`src/rtl/raster_sequencer_if.sv`:
```
// rtl/raster_sequencer_if.sv - command input and framebuffer write bundle for raster_sequencer
interface raster_sequencer_if;
    logic       command_valid;
    logic [1:0] command;
    logic [2:0] x1;
    logic [2:0] y1;
    logic [2:0] x2;
    logic [2:0] y2;
    logic [2:0] rect_width;
    logic [2:0] rect_height;
    logic       fb_we;
    logic [2:0] fb_x;
    logic [2:0] fb_y;
    logic       fb_data;
    logic       busy;
    logic       done;
    logic       cmd_drop;

    modport master (
        output command_valid, command, x1, y1, x2, y2, rect_width, rect_height,
        input  fb_we, fb_x, fb_y, fb_data, busy, done, cmd_drop
    );

    modport slave (
        input  command_valid, command, x1, y1, x2, y2, rect_width, rect_height,
        output fb_we, fb_x, fb_y, fb_data, busy, done, cmd_drop
    );
endinterface

```
`src/rtl/raster_sequencer.sv`:
```
// rtl/raster_sequencer.sv - sequences PIXEL/CLEAR/LINE/FILL_RECT into one framebuffer write per clock
// Optional one-entry command buffer: define RASTER_SEQ_CMD_BUF_EN
module raster_sequencer (
    input  logic              clk,
    input  logic              rst_n,
    raster_sequencer_if.slave bus
);
    localparam logic DRAW_VALUE  = 1'b1;
    localparam logic CLEAR_VALUE = 1'b0;

    typedef enum logic [2:0] {S_IDLE, S_PIXEL, S_CLEAR, S_LINE, S_RECT} state_t;

    typedef struct packed {
        logic [1:0] cmd;
        logic [2:0] x1;
        logic [2:0] y1;
        logic [2:0] x2;
        logic [2:0] y2;
        logic [2:0] w;
        logic [2:0] h;
    } cmd_t;

    state_t            state_q, state_d;
    logic [2:0]        x_q, x_d, y_q, y_d;
    logic              fb_we_q, fb_we_d, fb_data_q, fb_data_d;
    logic              busy_q, busy_d, done_q, done_d, drop_q, drop_d;
    logic [2:0]        xs_q, xs_d, xe_q, xe_d, ye_q, ye_d;
    logic signed [4:0] err_q, err_d, dx_q, dx_d, dy_q, dy_d, err_step;
    logic signed [5:0] e2, dx_ext, dy_ext;
    logic              sx_q, sx_d, sy_q, sy_d;

    cmd_t       in_cmd, start_cmd;
    logic       start;
    logic [2:0] adx, ady;
    logic [3:0] rxe, rye;

    assign in_cmd = {bus.command, bus.x1, bus.y1, bus.x2, bus.y2, bus.rect_width, bus.rect_height};

`ifdef RASTER_SEQ_CMD_BUF_EN
    cmd_t buf_q, buf_d;
    logic buf_valid_q, buf_valid_d;

    // A freed buffer slot can be refilled in the same cycle it is drained.
    always_comb begin
        start_cmd   = in_cmd;
        start       = 1'b0;
        buf_d       = buf_q;
        buf_valid_d = buf_valid_q;
        drop_d      = 1'b0;
        if (state_q == S_IDLE) begin
            if (buf_valid_q) begin
                start       = 1'b1;
                start_cmd   = buf_q;
                buf_valid_d = bus.command_valid;
                buf_d       = in_cmd;
            end else begin
                start = bus.command_valid;
            end
        end else if (bus.command_valid) begin
            if (buf_valid_q) begin
                drop_d = 1'b1;
            end else begin
                buf_valid_d = 1'b1;
                buf_d       = in_cmd;
            end
        end
    end

    always_ff @(posedge clk or negedge rst_n) begin
        if (!rst_n) begin
            buf_q       <= '0;
            buf_valid_q <= 1'b0;
        end else begin
            buf_q       <= buf_d;
            buf_valid_q <= buf_valid_d;
        end
    end
`else
    always_comb begin
        start_cmd = in_cmd;
        start     = (state_q == S_IDLE) && bus.command_valid;
        drop_d    = (state_q != S_IDLE) && bus.command_valid;
    end
`endif

    assign adx    = (start_cmd.x2 >= start_cmd.x1) ? start_cmd.x2 - start_cmd.x1 : start_cmd.x1 - start_cmd.x2;
    assign ady    = (start_cmd.y2 >= start_cmd.y1) ? start_cmd.y2 - start_cmd.y1 : start_cmd.y1 - start_cmd.y2;
    assign rxe    = {1'b0, start_cmd.x1} + {1'b0, start_cmd.w} - 4'd1;
    assign rye    = {1'b0, start_cmd.y1} + {1'b0, start_cmd.h} - 4'd1;
    assign dx_ext = {dx_q[4], dx_q};
    assign dy_ext = {dy_q[4], dy_q};

    always_comb begin
        state_d   = state_q;
        x_d       = x_q;
        y_d       = y_q;
        fb_we_d   = 1'b0;
        fb_data_d = fb_data_q;
        done_d    = 1'b0;
        xs_d      = xs_q;
        xe_d      = xe_q;
        ye_d      = ye_q;
        err_d     = err_q;
        dx_d      = dx_q;
        dy_d      = dy_q;
        sx_d      = sx_q;
        sy_d      = sy_q;
        e2        = {err_q, 1'b0};
        err_step  = err_q;

        case (state_q)
            S_IDLE: begin
                if (start) begin
                    case (start_cmd.cmd)
                        2'b00: done_d = 1'b1;
                        2'b01: begin
                            fb_we_d = 1'b1;
                            if (start_cmd.x1 == 3'd7) begin
                                state_d   = S_CLEAR;
                                x_d       = 3'd0;
                                y_d       = 3'd0;
                                xs_d      = 3'd0;
                                xe_d      = 3'd7;
                                ye_d      = 3'd7;
                                fb_data_d = CLEAR_VALUE;
                            end else begin
                                state_d   = S_PIXEL;
                                x_d       = start_cmd.x1;
                                y_d       = start_cmd.y1;
                                fb_data_d = DRAW_VALUE;
                            end
                        end
                        2'b10: begin
                            state_d   = S_LINE;
                            fb_we_d   = 1'b1;
                            fb_data_d = DRAW_VALUE;
                            x_d       = start_cmd.x1;
                            y_d       = start_cmd.y1;
                            xe_d      = start_cmd.x2;
                            ye_d      = start_cmd.y2;
                            dx_d      = $signed({2'b00, adx});
                            dy_d      = -$signed({2'b00, ady});
                            err_d     = $signed({2'b00, adx}) - $signed({2'b00, ady});
                            sx_d      = start_cmd.x2 < start_cmd.x1;
                            sy_d      = start_cmd.y2 < start_cmd.y1;
                        end
                        default: begin
                            if (start_cmd.w == 3'd0 || start_cmd.h == 3'd0) begin
                                done_d = 1'b1;
                            end else begin
                                state_d   = S_RECT;
                                fb_we_d   = 1'b1;
                                fb_data_d = DRAW_VALUE;
                                x_d       = start_cmd.x1;
                                y_d       = start_cmd.y1;
                                xs_d      = start_cmd.x1;
                                xe_d      = rxe[3] ? 3'd7 : rxe[2:0];
                                ye_d      = rye[3] ? 3'd7 : rye[2:0];
                            end
                        end
                    endcase
                end
            end
            S_PIXEL: begin
                state_d = S_IDLE;
                done_d  = 1'b1;
            end
            // CLEAR is a full-screen rectangle: both share the raster walk.
            S_CLEAR, S_RECT: begin
                if (x_q == xe_q) begin
                    if (y_q == ye_q) begin
                        state_d = S_IDLE;
                        done_d  = 1'b1;
                    end else begin
                        fb_we_d = 1'b1;
                        x_d     = xs_q;
                        y_d     = y_q + 3'd1;
                    end
                end else begin
                    fb_we_d = 1'b1;
                    x_d     = x_q + 3'd1;
                end
            end
            S_LINE: begin
                if (x_q == xe_q && y_q == ye_q) begin
                    state_d = S_IDLE;
                    done_d  = 1'b1;
                end else begin
                    fb_we_d = 1'b1;
                    if (e2 >= dy_ext) begin
                        err_step = err_step + dy_q;
                        x_d      = sx_q ? x_q - 3'd1 : x_q + 3'd1;
                    end
                    if (e2 <= dx_ext) begin
                        err_step = err_step + dx_q;
                        y_d      = sy_q ? y_q - 3'd1 : y_q + 3'd1;
                    end
                    err_d = err_step;
                end
            end
            default: state_d = S_IDLE;
        endcase

        busy_d = (state_d != S_IDLE);
    end

    always_ff @(posedge clk or negedge rst_n) begin
        if (!rst_n) begin
            state_q   <= S_IDLE;
            x_q       <= 3'd0;
            y_q       <= 3'd0;
            fb_we_q   <= 1'b0;
            fb_data_q <= 1'b0;
            busy_q    <= 1'b0;
            done_q    <= 1'b0;
            drop_q    <= 1'b0;
            xs_q      <= 3'd0;
            xe_q      <= 3'd0;
            ye_q      <= 3'd0;
            err_q     <= '0;
            dx_q      <= '0;
            dy_q      <= '0;
            sx_q      <= 1'b0;
            sy_q      <= 1'b0;
        end else begin
            state_q   <= state_d;
            x_q       <= x_d;
            y_q       <= y_d;
            fb_we_q   <= fb_we_d;
            fb_data_q <= fb_data_d;
            busy_q    <= busy_d;
            done_q    <= done_d;
            drop_q    <= drop_d;
            xs_q      <= xs_d;
            xe_q      <= xe_d;
            ye_q      <= ye_d;
            err_q     <= err_d;
            dx_q      <= dx_d;
            dy_q      <= dy_d;
            sx_q      <= sx_d;
            sy_q      <= sy_d;
        end
    end

    assign bus.fb_we    = fb_we_q;
    assign bus.fb_x     = x_q;
    assign bus.fb_y     = y_q;
    assign bus.fb_data  = fb_data_q;
    assign bus.busy     = busy_q;
    assign bus.done     = done_q;
    assign bus.cmd_drop = drop_q;
endmodule

```
`src/flat_wrapper.sv`:
```
// flat-port wrapper written by rule: the top's interface ports become plain ports
module raster_sequencer_flat 
  (clk, rst_n, bus_command_valid, bus_command, bus_x1, bus_y1, bus_x2, bus_y2, bus_rect_width, bus_rect_height, bus_fb_we, bus_fb_x, bus_fb_y, bus_fb_data, bus_busy, bus_done, bus_cmd_drop);
  raster_sequencer_if bus_i ();
  input  logic clk;
  input  logic rst_n;
  input wire logic [$bits(bus_i.command_valid)-1:0] bus_command_valid;
  input wire logic [$bits(bus_i.command)-1:0] bus_command;
  input wire logic [$bits(bus_i.x1)-1:0] bus_x1;
  input wire logic [$bits(bus_i.y1)-1:0] bus_y1;
  input wire logic [$bits(bus_i.x2)-1:0] bus_x2;
  input wire logic [$bits(bus_i.y2)-1:0] bus_y2;
  input wire logic [$bits(bus_i.rect_width)-1:0] bus_rect_width;
  input wire logic [$bits(bus_i.rect_height)-1:0] bus_rect_height;
  output wire logic [$bits(bus_i.fb_we)-1:0] bus_fb_we;
  output wire logic [$bits(bus_i.fb_x)-1:0] bus_fb_x;
  output wire logic [$bits(bus_i.fb_y)-1:0] bus_fb_y;
  output wire logic [$bits(bus_i.fb_data)-1:0] bus_fb_data;
  output wire logic [$bits(bus_i.busy)-1:0] bus_busy;
  output wire logic [$bits(bus_i.done)-1:0] bus_done;
  output wire logic [$bits(bus_i.cmd_drop)-1:0] bus_cmd_drop;
  assign bus_i.command_valid = bus_command_valid;
  assign bus_i.command = bus_command;
  assign bus_i.x1 = bus_x1;
  assign bus_i.y1 = bus_y1;
  assign bus_i.x2 = bus_x2;
  assign bus_i.y2 = bus_y2;
  assign bus_i.rect_width = bus_rect_width;
  assign bus_i.rect_height = bus_rect_height;
  assign bus_fb_we = bus_i.fb_we;
  assign bus_fb_x = bus_i.fb_x;
  assign bus_fb_y = bus_i.fb_y;
  assign bus_fb_data = bus_i.fb_data;
  assign bus_busy = bus_i.busy;
  assign bus_done = bus_i.done;
  assign bus_cmd_drop = bus_i.cmd_drop;
  raster_sequencer u_core (.clk(clk), .rst_n(rst_n), .bus(bus_i));
endmodule
```
`config.mk`:
```
export PLATFORM = sky130hd
export DESIGN_NAME = raster_sequencer_flat
export DESIGN_NICKNAME = d
export VERILOG_FILES = /design/src/rtl/raster_sequencer_if.sv /design/src/rtl/raster_sequencer.sv /design/src/flat_wrapper.sv
export SDC_FILE = /design/constraint.sdc
export NUM_CORES = 1
export LEC_CHECK = 0
export BUFFER_PORTS_ARGS = -buffer_cell sky130_fd_sc_hd__buf_2
export CORE_MARGIN = 2
export CORE_UTILIZATION = 48
export CTS_CLUSTER_DIAMETER = 150
export CTS_CLUSTER_SIZE = 30
export DETAILED_ROUTE_END_ITERATION = 7
export GPL_ROUTABILITY_DRIVEN = 0
export PLACE_DENSITY = 0.67
export SLEW_MARGIN = 0
export SYNTH_ARGS = -nofsm -noshare
export SYNTH_HDL_FRONTEND = slang
export SYNTH_SLANG_ARGS = --single-unit
```
`constraint.sdc`:
```
create_clock -name clk -period 3.8 [get_ports clk]
set_input_delay 0.76 -clock clk [delete_from_list [all_inputs] [get_ports clk]]
set_output_delay 0.76 -clock clk [all_outputs]
set_load 0.005 [all_outputs]
```
Word level (Yosys, flattened, before mapping)
Index checks and enable logic that the tools add are counted.
{ "totals": {"reg_bits": 38, "input_bits": 23, "output_inout_bits": 11, "wordCells": 148} }
{ "classes": {"add_sub_neg": 16, "magnitude_cmp": 6, "n_eq_ne": 22, "muxes": 64, "bitwise": 2, "n_reduce_logical": 22} }
{ "ops": {"columns": ["operator", "n"], "rows": [
  ["$mux W3", 29],
  ["$pmux W3 S3", 8],
  ["$mux W5", 7],
  ["$mux W1", 12],
  ["$sub A3 B3 Y3", 4],
  ["$ne A2 B1 Y1 const B", 5],
  ["$ne A2 B2 Y1 const B", 5],
  ["$pmux W5 S2", 1],
  ["$reduce_and A5 Y1", 2],
  ["$logic_not A3 Y1", 3],
  ["$reduce_bool A3 Y1", 3],
  ["$add A3 B3 Y4", 2],
  ["$reduce_and A4 Y1", 2],
  ["$reduce_and A8 Y1", 1],
  ["$sub A4 B1 Y4 const B", 2],
  ["$reduce_and A7 Y1", 1],
  ["$add A3 B1 Y3 const B", 2],
  ["$eq A3 B2 Y1 const B", 2],
  ["$eq A3 B3 Y1", 2],
  ["$eq A3 B3 Y1 const B", 2],
  ["$ge A3 B3 Y1", 2],
  ["$ge A6 B5 Y1", 1],
  ["$le A6 B4 Y1", 1],
  ["$lt A3 B3 Y1", 2],
  ["other kinds (22)", 31]
]} }

Longest topological paths before layout
Gate-level depths: netlist of run 1.
{ "logic_depth": {"word_depth": 8, "mapped_depth": 13, "mapped_depth_nobuf": 13} }

Least setup slack after synthesis of run 1
OpenSTA, ideal clock, no wires.
{ "synth_timing": {"kind": "register -> register", "startpoint": "register u_core.err_q[4]", "endpoint": "register u_core.err_q[4]", "setup_time_ns": 0.125, "arrival_ns": 3.005, "t_required_ns": 3.675, "slack_ns": 0.670, "path_stages_with_launch": 12, "n_path_buf": 0, "period_less_slack_ns": 3.130, "cell_sequence": "dfrtp_1 -> ha_1 -> nand2b_1 -> a21boi_4 -> a31oi_4 -> mux2_2 -> ha_1 -> fa_1 -> a21o_1 -> a311o_1 -> o2111ai_1 -> a21oi_1"} }
{ "synth_via": {"elab_chain_cells": 8, "elab_cells_between_ends": 10, "classes_between": "add/sub: 2; order compare: 2; mux: 6"} }
{ "synth_rtl": {"columns": ["item", "line", "text"], "rows": [
  ["start: declaration", "raster_sequencer.sv:28", "logic signed [4:0] err_q, err_d, dx_q, dx_d, dy_q, dy_d, err_step;"],
  ["start signal: assignment", "raster_sequencer.sv:237", "err_q <= err_d;"],
  ["$add A5 B5 Y5 or $ge A6 B5 Y1 (tied branches)", "raster_sequencer.sv:191, raster_sequencer.sv:190", null],
  ["$mux W5", "raster_sequencer.sv:190", "if (e2 >= dy_ext) begin"],
  ["$mux W5", "raster_sequencer.sv:185", "if (x_q == xe_q && y_q == ye_q) begin"],
  ["$mux W5", "raster_sequencer.sv:111", "case (state_q)"],
  ["$add A5 B4 Y5", "raster_sequencer.sv:195", "err_step = err_step + dx_q;"],
  ["$mux W5 (*)", "raster_sequencer.sv:194", "if (e2 <= dx_ext) begin"],
  ["$mux W5 (*)", "raster_sequencer.sv:185", null],
  ["$pmux W5 S2 (*)", "raster_sequencer.sv:111", null]
]} }
Every way passes the cells marked *; elsewhere a longest branch is shown, timed or not. The select of a mux whose other input is x is not followed.
A chain may end at the register's enable or synchronous reset.

Worst setup path in the final report of run 1
Same ends and word-level chain as after synthesis.

==> results of run 1 <==
==> sequential cells by signal, summed over array words and instances, names as in the netlist, 3 cells and up <==
name / cells
u_core.state_q: 3
u_core.dy_q: 5
u_core.bus.fb_x: 3
u_core.xs_q: 3
u_core.xe_q: 3
u_core.dx_q: 3
u_core.ye_q: 3
u_core.bus.fb_y: 3
u_core.err_q: 5
==> routing by layer <==
metal	vias to the layer above	track usage [%]	wire length (um)
li1	1399	-	-
met1	1328	29.1	3610
met2	40	35.7	3850
met3	7	3.17	259
met4	0	5.79	97
met5	-	0	0
==> final cells by class <==
cell class                      count  area (um^2)  share of cell area (%)
Tap cell                           96          120                    3.17
Sequential cell                    38          951                    25.1
Clock inverter                      2         12.5                   0.330
Multi-Input combinational cell    287         2290                    60.3
Timing Repair Buffer               36          188                    4.95
Inverter                           41          154                    4.06
Clock buffer                        6         82.6                    2.18
==> critical path: cells and delay by family (launching register included) <==
family,cells,cell delay [ns]
compound gates,6,1.16
fa+ha+maj,3,1.00
flops,1,0.43
mux,1,0.38
simple gates,1,0.23
==> how the worst max path moves through the flow <==
| stage | start | to | cells after the start |
|---|---|---|---|
| 6_report | u_core.err_q[4]$_DFFE_PN0P_ | u_core.err_q[4]$_DFFE_PN0P_ | 11 |
| 5_1_grt | u_core.err_q[4]$_DFFE_PN0P_ | u_core.err_q[4]$_DFFE_PN0P_ | 11 |
| 4_1_cts | u_core.err_q[4]$_DFFE_PN0P_ | u_core.err_q[4]$_DFFE_PN0P_ | 11 |
| 3_5_place_dp | bus_y2[1] | u_core.err_q[2]$_DFFE_PN0P_ | 12 |
| 3_3_place_gp | bus_y2[1] | u_core.err_q[2]$_DFFE_PN0P_ | 12 |
| 2_1_floorplan | u_core.err_q[4]$_DFFE_PN0P_ | u_core.err_q[4]$_DFFE_PN0P_ | 11 |
==> logic make-up (layout without fill, tap and decap cells) <==
logic type                 after synthesis  count (layout)  synth area share (%)
AOI/OAI and AO/OA                       99              99                  20.6
xor gates and xnor gates                20              20                  5.11
adders and majority gates               55              55                  22.1
buffers and inverters                   49              85                  5.51
DFF                                     38              38                  27.8
muxes                                   15              15                  4.64
and+or+nand+nor                         98              98                  14.3
==> power groups by stage <==
stage | combinational (uW) | clock, uW | sequential (uW)
4_1_cts | 2100 | 300 | 810
6_report | 2090 | 290 | 813
3_5_place_dp | 2080 | 0 | 816
5_1_grt | 2340 | 312 | 837
2_1_floorplan | 1620 | 0 | 753
3_3_place_gp | 2030 | 0 | 812
==> synthesized netlist by cell type, types with 2 or more instances <==
library cell and instances:
clkbuf_1 4, buf_2 4, xnor2_1 15, o31ai_1 9, and3_1 3, a21oi_1 25
a211oi_2 2, a21o_1 9, nor3_1 8, a211oi_1 5, o21ai_1 14, nand3_1 9
a32oi_1 4, nand2_1 29, a31oi_1 3, nor2_1 22, a311oi_1 2, o21a_1 2
nor2b_1 7, mux2i_1 11, inv_1 41, o21ai_0 4, mux2_2 3, nand2b_1 6
fa_1 9, nand3b_1 4, xor2_1 5, ha_1 46, dfrtp_1 38, o22ai_1 3
==> cell usage in the layout, fill, tap and decap left out, types with 9 or more instances in the layout <==
| master | instances |
|---|---|
| ha_1 | 46 |
| nand3_1 | 9 |
| nand2_1 | 29 |
| xnor2_1 | 15 |
| inv_1 | 41 |
| a21o_1 | 9 |
| o21ai_1 | 14 |
| o31ai_1 | 9 |
| a21oi_1 | 25 |
| fa_1 | 9 |
| buf_2 | 33 |
| dfrtp_1 | 38 |
| mux2i_1 | 11 |
| nor2_1 | 22 |
==> through the flow <==
step | area [um^2] | hold WS [ns] | util [%] | setup WS, ns
after CTS | 3790 | 0.489 | 55.2 | 0.485
final | 3790 | 0.483 | 55.2 | 0.487
after detailed placement | 3700 | 0.472 | 53.8 | 0.482
after floorplan | 3430 | 0.448 | - | 0.670
after global routing | 3790 | 0.526 | 55.2 | 0.330
after global placement | 3700 | 0.468 | 53.8 | 0.573
==> flow_metrics.env, run 1 <==
export IMPL_drc_errors=0
export IMPL_skew_ns=0.00560
export IMPL_io_buffer_count=33
export IMPL_dr_pass1_iters=4
export IMPL_synth_area_leader_cell="dfrtp_1"
export IMPL_power_per_cell_area_mw_per_mm2=842
export IMPL_slew_headroom_pct=42.2
export IMPL_synth_nets=452
export IMPL_hold_depth=2
export IMPL_hold_violations=0
export IMPL_nNetsFinal=487
export IMPL_async_flop_share_pct=100
export IMPL_yosys_register_bits=38
export IMPL_synth_area_leaders="dfrtp_1 28%, ha_1 17%, fa_1 5.3%, inv_1 4.5%, xnor2_1 3.8%"
export IMPL_p_seq_share_pct=25.5
export IMPL_p_comb_share_pct=65.5
export IMPL_r2r_start="u_core.err_q[4]$_DFFE_PN0P_"
export IMPL_viasPerCell=5.48
export IMPL_cts_made_buffers=5
export IMPL_intPower_uw=1690
export IMPL_clkLatencyLatePin_ns=0.29
export IMPL_r2r_setup_slack_ns=0.49
export IMPL_syn2layout_area_growth_pct=10.7
export IMPL_hp_class="flip-flop to flip-flop"
export IMPL_clockBufferDepth=2
export IMPL_reg2reg_depth=11
export IMPL_critPathSlowestCell="fa_1"
export IMPL_worst_pin_slew_ns=0.867
export IMPL_synth_main_ff_cell="dfrtp_1"
export IMPL_rows=30
export IMPL_clock_sinks=38
export IMPL_outcome="complete, no violations"
export IMPL_required_ns=3.98
export IMPL_holdPathEnd="u_core.xs_q[2]$_DFFE_PN0P_"
export IMPL_die_area_mm2=0.00783
export IMPL_ctsHoldBuffers=0
export IMPL_drt_wirelength_per_cell_um=15.4
export IMPL_track_usage_pct=21.3
export IMPL_p_total_uw=3190
export IMPL_yosysTopAreaCellShare_pct=27.8
export IMPL_finalSetupViolCount=0
export IMPL_routed_wl_um=7810
export IMPL_hold_start="u_core.xs_q[2]$_DFFE_PN0P_"
export IMPL_root_buffer="clkbuf_8"
export IMPL_overflow=0
export IMPL_n_antenna_cell=0
export IMPL_clkTransAtPathRegs_ns=0.08
export IMPL_p_sw_uw=1500
export IMPL_grt_max_degree=39
export IMPL_crit_path_cell_trace="ha_1 > nand2b_1 > a21boi_4 > a31oi_4 > mux2_2 > ha_1 > fa_1 > a21o_1 > a311o_1 > o2111ai_1 > a21oi_1"
export IMPL_postRouteAntennaNets=0
export IMPL_dpl_hpwl_um=6390
export IMPL_power_frac_clock_pct=9.1
export IMPL_crit_type="flip-flop to flip-flop"
export IMPL_cts_tree="done"
export IMPL_initial_core_util_pct=49.9
export IMPL_cts_setup_buffers=0
export IMPL_core_area_mm2=0.00687
export IMPL_ys_types=58
export IMPL_arrival_ns=3.50
export IMPL_grt_pass1_wl_um=12900
export IMPL_critPathCaptureType="flip-flop"
export IMPL_ys_seq_area_share_pct=27.8
export IMPL_r2r_end="u_core.err_q[4]$_DFFE_PN0P_"
export IMPL_start_kind="flip-flop"
export IMPL_cts_resized_gates=0
export IMPL_die_w_um=88.5
export IMPL_grt_pass1_vias=2673
export IMPL_drive_gt1_share_pct=14.6
export IMPL_syn_inst=374
export IMPL_io_pins=34
export IMPL_fmax_mhz=302
export IMPL_cap_violations=0
export IMPL_cp_common_cell="ha_1"
export IMPL_finalCritPeriodShare_pct=87.2
export IMPL_die_h_um=88.5
export IMPL_via_count=2774
export IMPL_dp_cells=498
export IMPL_cts_max_level=2
export IMPL_drt_iter0_markers=110
export IMPL_p_leak_uw=0.00185
export IMPL_final_min_clock_period_ns=3.31
export IMPL_peakVddDrop_mv=0.382
export IMPL_yosys_warnings=0
export IMPL_synthesis_area_mm2=0.00343
export IMPL_fin_cells=506
export IMPL_rsz0062_at_grt="no"
export IMPL_nFillCells=647
export IMPL_setup_total_negative_slack_ns=0
export IMPL_cpPeakStageDelay_ns=0.44
export IMPL_path_max_fanout=6
export IMPL_synth_area_per_cell_um2=9.16
export IMPL_antenna_found_initial=0
export IMPL_p_sw_share_pct=47.0
export IMPL_synth_edf_count=0
export IMPL_final_max_slew_violation_count=0
(Power assumes the default switching activity.)
==> inputs of run 2 (changes only) <==
--- a/config.mk
+++ b/config.mk
@@ -6,7 +6,7 @@
 export NUM_CORES = 1
 export LEC_CHECK = 0
 export BUFFER_PORTS_ARGS = -buffer_cell sky130_fd_sc_hd__buf_2
-export CORE_MARGIN = 2
+export CORE_MARGIN = 8
 export CORE_UTILIZATION = 48
 export CTS_CLUSTER_DIAMETER = 150
 export CTS_CLUSTER_SIZE = 30
==> constraint.sdc (replaced) <==
create_clock -name clk -period 3.4 [get_ports clk]
set_input_delay 0.68 -clock clk [delete_from_list [all_inputs] [get_ports clk]]
set_output_delay 0.68 -clock clk [all_outputs]
set_load 0.005 [all_outputs]
==> flow_metrics.env, run 2 (synthesized netlist as in run 1, its figures left out) <==
export IMPL_outcome="complete, no violations"
export IMPL_slew_headroom_pct=42.7
export IMPL_overflow=0
export IMPL_clock_sinks=38
export IMPL_antenna_found_initial=0
export IMPL_p_seq_share_pct=24.4
export IMPL_postRouteAntennaNets=0
export IMPL_cp_common_cell="ha_1"
export IMPL_start_kind="flip-flop"
export IMPL_p_leak_uw=0.00187
export IMPL_finalSetupViolCount=0
export IMPL_cpPeakStageDelay_ns=0.44
export IMPL_io_pins=34
export IMPL_nNetsFinal=491
export IMPL_r2r_setup_slack_ns=0.20
export IMPL_skew_ns=0.00566
export IMPL_hold_start="u_core.xs_q[1]$_DFFE_PN0P_"
export IMPL_dp_slack_ns=0.0902
export IMPL_setup_total_negative_slack_ns=0
export IMPL_grt_pass1_vias=2962
export IMPL_track_usage_pct=17.7
export IMPL_via_count=2807
export IMPL_top_usage_layer="met2"
export IMPL_clkLatencyLatePin_ns=0.29
export IMPL_dpl_hpwl_um=6910
export IMPL_dp_cells=503
export IMPL_cp_depth=11
export IMPL_reg2reg_depth=11
export IMPL_nFillCells=692
export IMPL_cts_made_buffers=5
export IMPL_die_w_um=100
export IMPL_hold_violations=0
export IMPL_gr_usage_met3_pct=2.76
export IMPL_final_max_slew_violation_count=0
export IMPL_dr_pass1_iters=5
export IMPL_final_area_mm2=0.00383
export IMPL_fin_cells=513
export IMPL_clkTransAtPathRegs_ns=0.08
export IMPL_intPower_uw=1940
export IMPL_n_antenna_cell=0
export IMPL_finalCritPeriodShare_pct=94.1
export IMPL_drc_errors=0
export IMPL_initial_core_util_pct=48.3
export IMPL_die_h_um=100
export IMPL_final_min_clock_period_ns=3.20
export IMPL_final_cell_mix="46 x ha_1, 41 x inv_1, 37 x dfrtp_1"
export IMPL_hp_class="flip-flop to flip-flop"
export IMPL_holdPathEnd="u_core.xs_q[1]$_DFFE_PN0P_"
export IMPL_crit_path_cell_trace="ha_1 > nand2b_2 > a21boi_4 > a31oi_4 > mux2_2 > ha_1 > fa_2 > a21o_1 > a311o_1 > o2111ai_1 > a21oi_1"
export IMPL_fmax_mhz=313
export IMPL_required_ns=3.57
export IMPL_use_met1_pct=22.5
export IMPL_power_per_cell_area_mw_per_mm2=952
export IMPL_drt_wirelength_per_cell_um=16.3
export IMPL_reg_top3="u_core.dy_q x5, u_core.err_q x5"
export IMPL_worst_pin_slew_ns=0.860
export IMPL_drive_gt1_share_pct=15.9
export IMPL_clockBufferDepth=2
export IMPL_multi_input_area_mm2=0.00229
export IMPL_peakVddDrop_mv=0.313
export IMPL_die_area_mm2=0.0101
export IMPL_power_frac_clock_pct=8.8
export IMPL_rsz0062_at_grt="no"
export IMPL_dpl_cell_area_mm2=0.00372
export IMPL_critical_path_buf_inv_count=0
export IMPL_critPathTopFamily="compound AO/OA/AOI/OAI gates"
export IMPL_arrival_ns=3.37
export IMPL_core_area_mm2=0.00710
export IMPL_cts_tree="done"
export IMPL_grt_max_degree=39
export IMPL_ctsHoldBuffers=0
export IMPL_crit_type="flip-flop to flip-flop"
export IMPL_final_common_cell="ha_1"
export IMPL_r2r_start="u_core.err_q[4]$_DFFE_PN0P_"
export IMPL_critPathSlowestCell="dfrtp_2"
export IMPL_root_buffer="clkbuf_8"
export IMPL_r2r_end="u_core.err_q[4]$_DFFE_PN0P_"
export IMPL_p_sw_share_pct=46.6
export IMPL_path_max_fanout=6
export IMPL_drt_iter0_markers=116
export IMPL_fin_ws_ns=0.201
export IMPL_cap_violations=0
export IMPL_routed_wl_um=8380
export IMPL_syn2layout_area_growth_pct=11.8
export IMPL_viasPerCell=5.47
export IMPL_cts_max_level=2
export IMPL_regArea_um2=952
export IMPL_grt_pass1_wl_um=14200
export IMPL_critPathCaptureType="flip-flop"
export IMPL_use_met2_pct=30.3
export IMPL_p_sw_uw=1700
export IMPL_rows=31
export IMPL_hold_depth=2
export IMPL_p_comb_share_pct=66.7
export IMPL_io_buffer_count=33
==> run 2: how the worst max path moves through the flow <==
| stage | startpoint | endpoint | slack [ns] |
|---|---|---|---|
| 3_5_place_dp | u_core.err_q[4]$_DFFE_PN0P_ | u_core.err_q[4]$_DFFE_PN0P_ | 0.09 |
| 2_1_floorplan | u_core.err_q[4]$_DFFE_PN0P_ | u_core.err_q[4]$_DFFE_PN0P_ | 0.27 |
| 5_1_grt | u_core.err_q[4]$_DFFE_PN0P_ | u_core.err_q[4]$_DFFE_PN0P_ | 0.02 |
| 6_report | u_core.err_q[4]$_DFFE_PN0P_ | u_core.err_q[4]$_DFFE_PN0P_ | 0.20 |
| 4_1_cts | u_core.err_q[4]$_DFFE_PN0P_ | u_core.err_q[4]$_DFFE_PN0P_ | 0.07 |
| 3_3_place_gp | u_core.err_q[4]$_DFFE_PN0P_ | u_core.err_q[4]$_DFFE_PN0P_ | 0.19 |
==> run 2: per-stage QoR <==
stage               total power [uW]  hold slack [ns]  util (%)
floorplan                       2660            0.384         -
global route                    4000            0.518      54.0
finish                          3640            0.486      54.0
CTS                             3610            0.489      53.7
detailed placement              3270            0.472      52.4
global placement                3210            0.465      52.4
==> run 2: layout make-up <==
cell class | count | share of cell area [%]
repair buffers | 40 | 5.68
clock inverters | 1 | 0.131
well taps | 99 | 3.23
flip-flops and latches | 38 | 24.9
inverters | 41 | 4.02
clock buffers | 7 | 2.25
multi-input cells | 287 | 59.8
==> run 2: tightest hold or removal path: stages, from the launching register on <==
cell	delay, ns
dfrtp_1	0.34
nand2_1	0.05
o31ai_1	0.05
==> run 2: repair_timing <==
item,4_1_cts,5_1_grt
resized for setup,0,3
setup buffers,0,2
endpoints found under the setup margin,0,1
endpoints found under the hold margin,0,0
==> run 2: power by group through the flow <==
stage               combinational, uW  clock (uW)  sequential, uW
global placement                 2320           0             889
detailed placement               2370           0             897
finish                           2430         322             890
CTS                              2390         326             889
floorplan                        1820           0             842
global route                     2730         350             924
==> run 2: layer usage <==
metal	up-vias	routed length, um
met4	0	85
li1	1401	-
met3	6	387
met5	-	0
met1	1330	3760
met2	70	4150
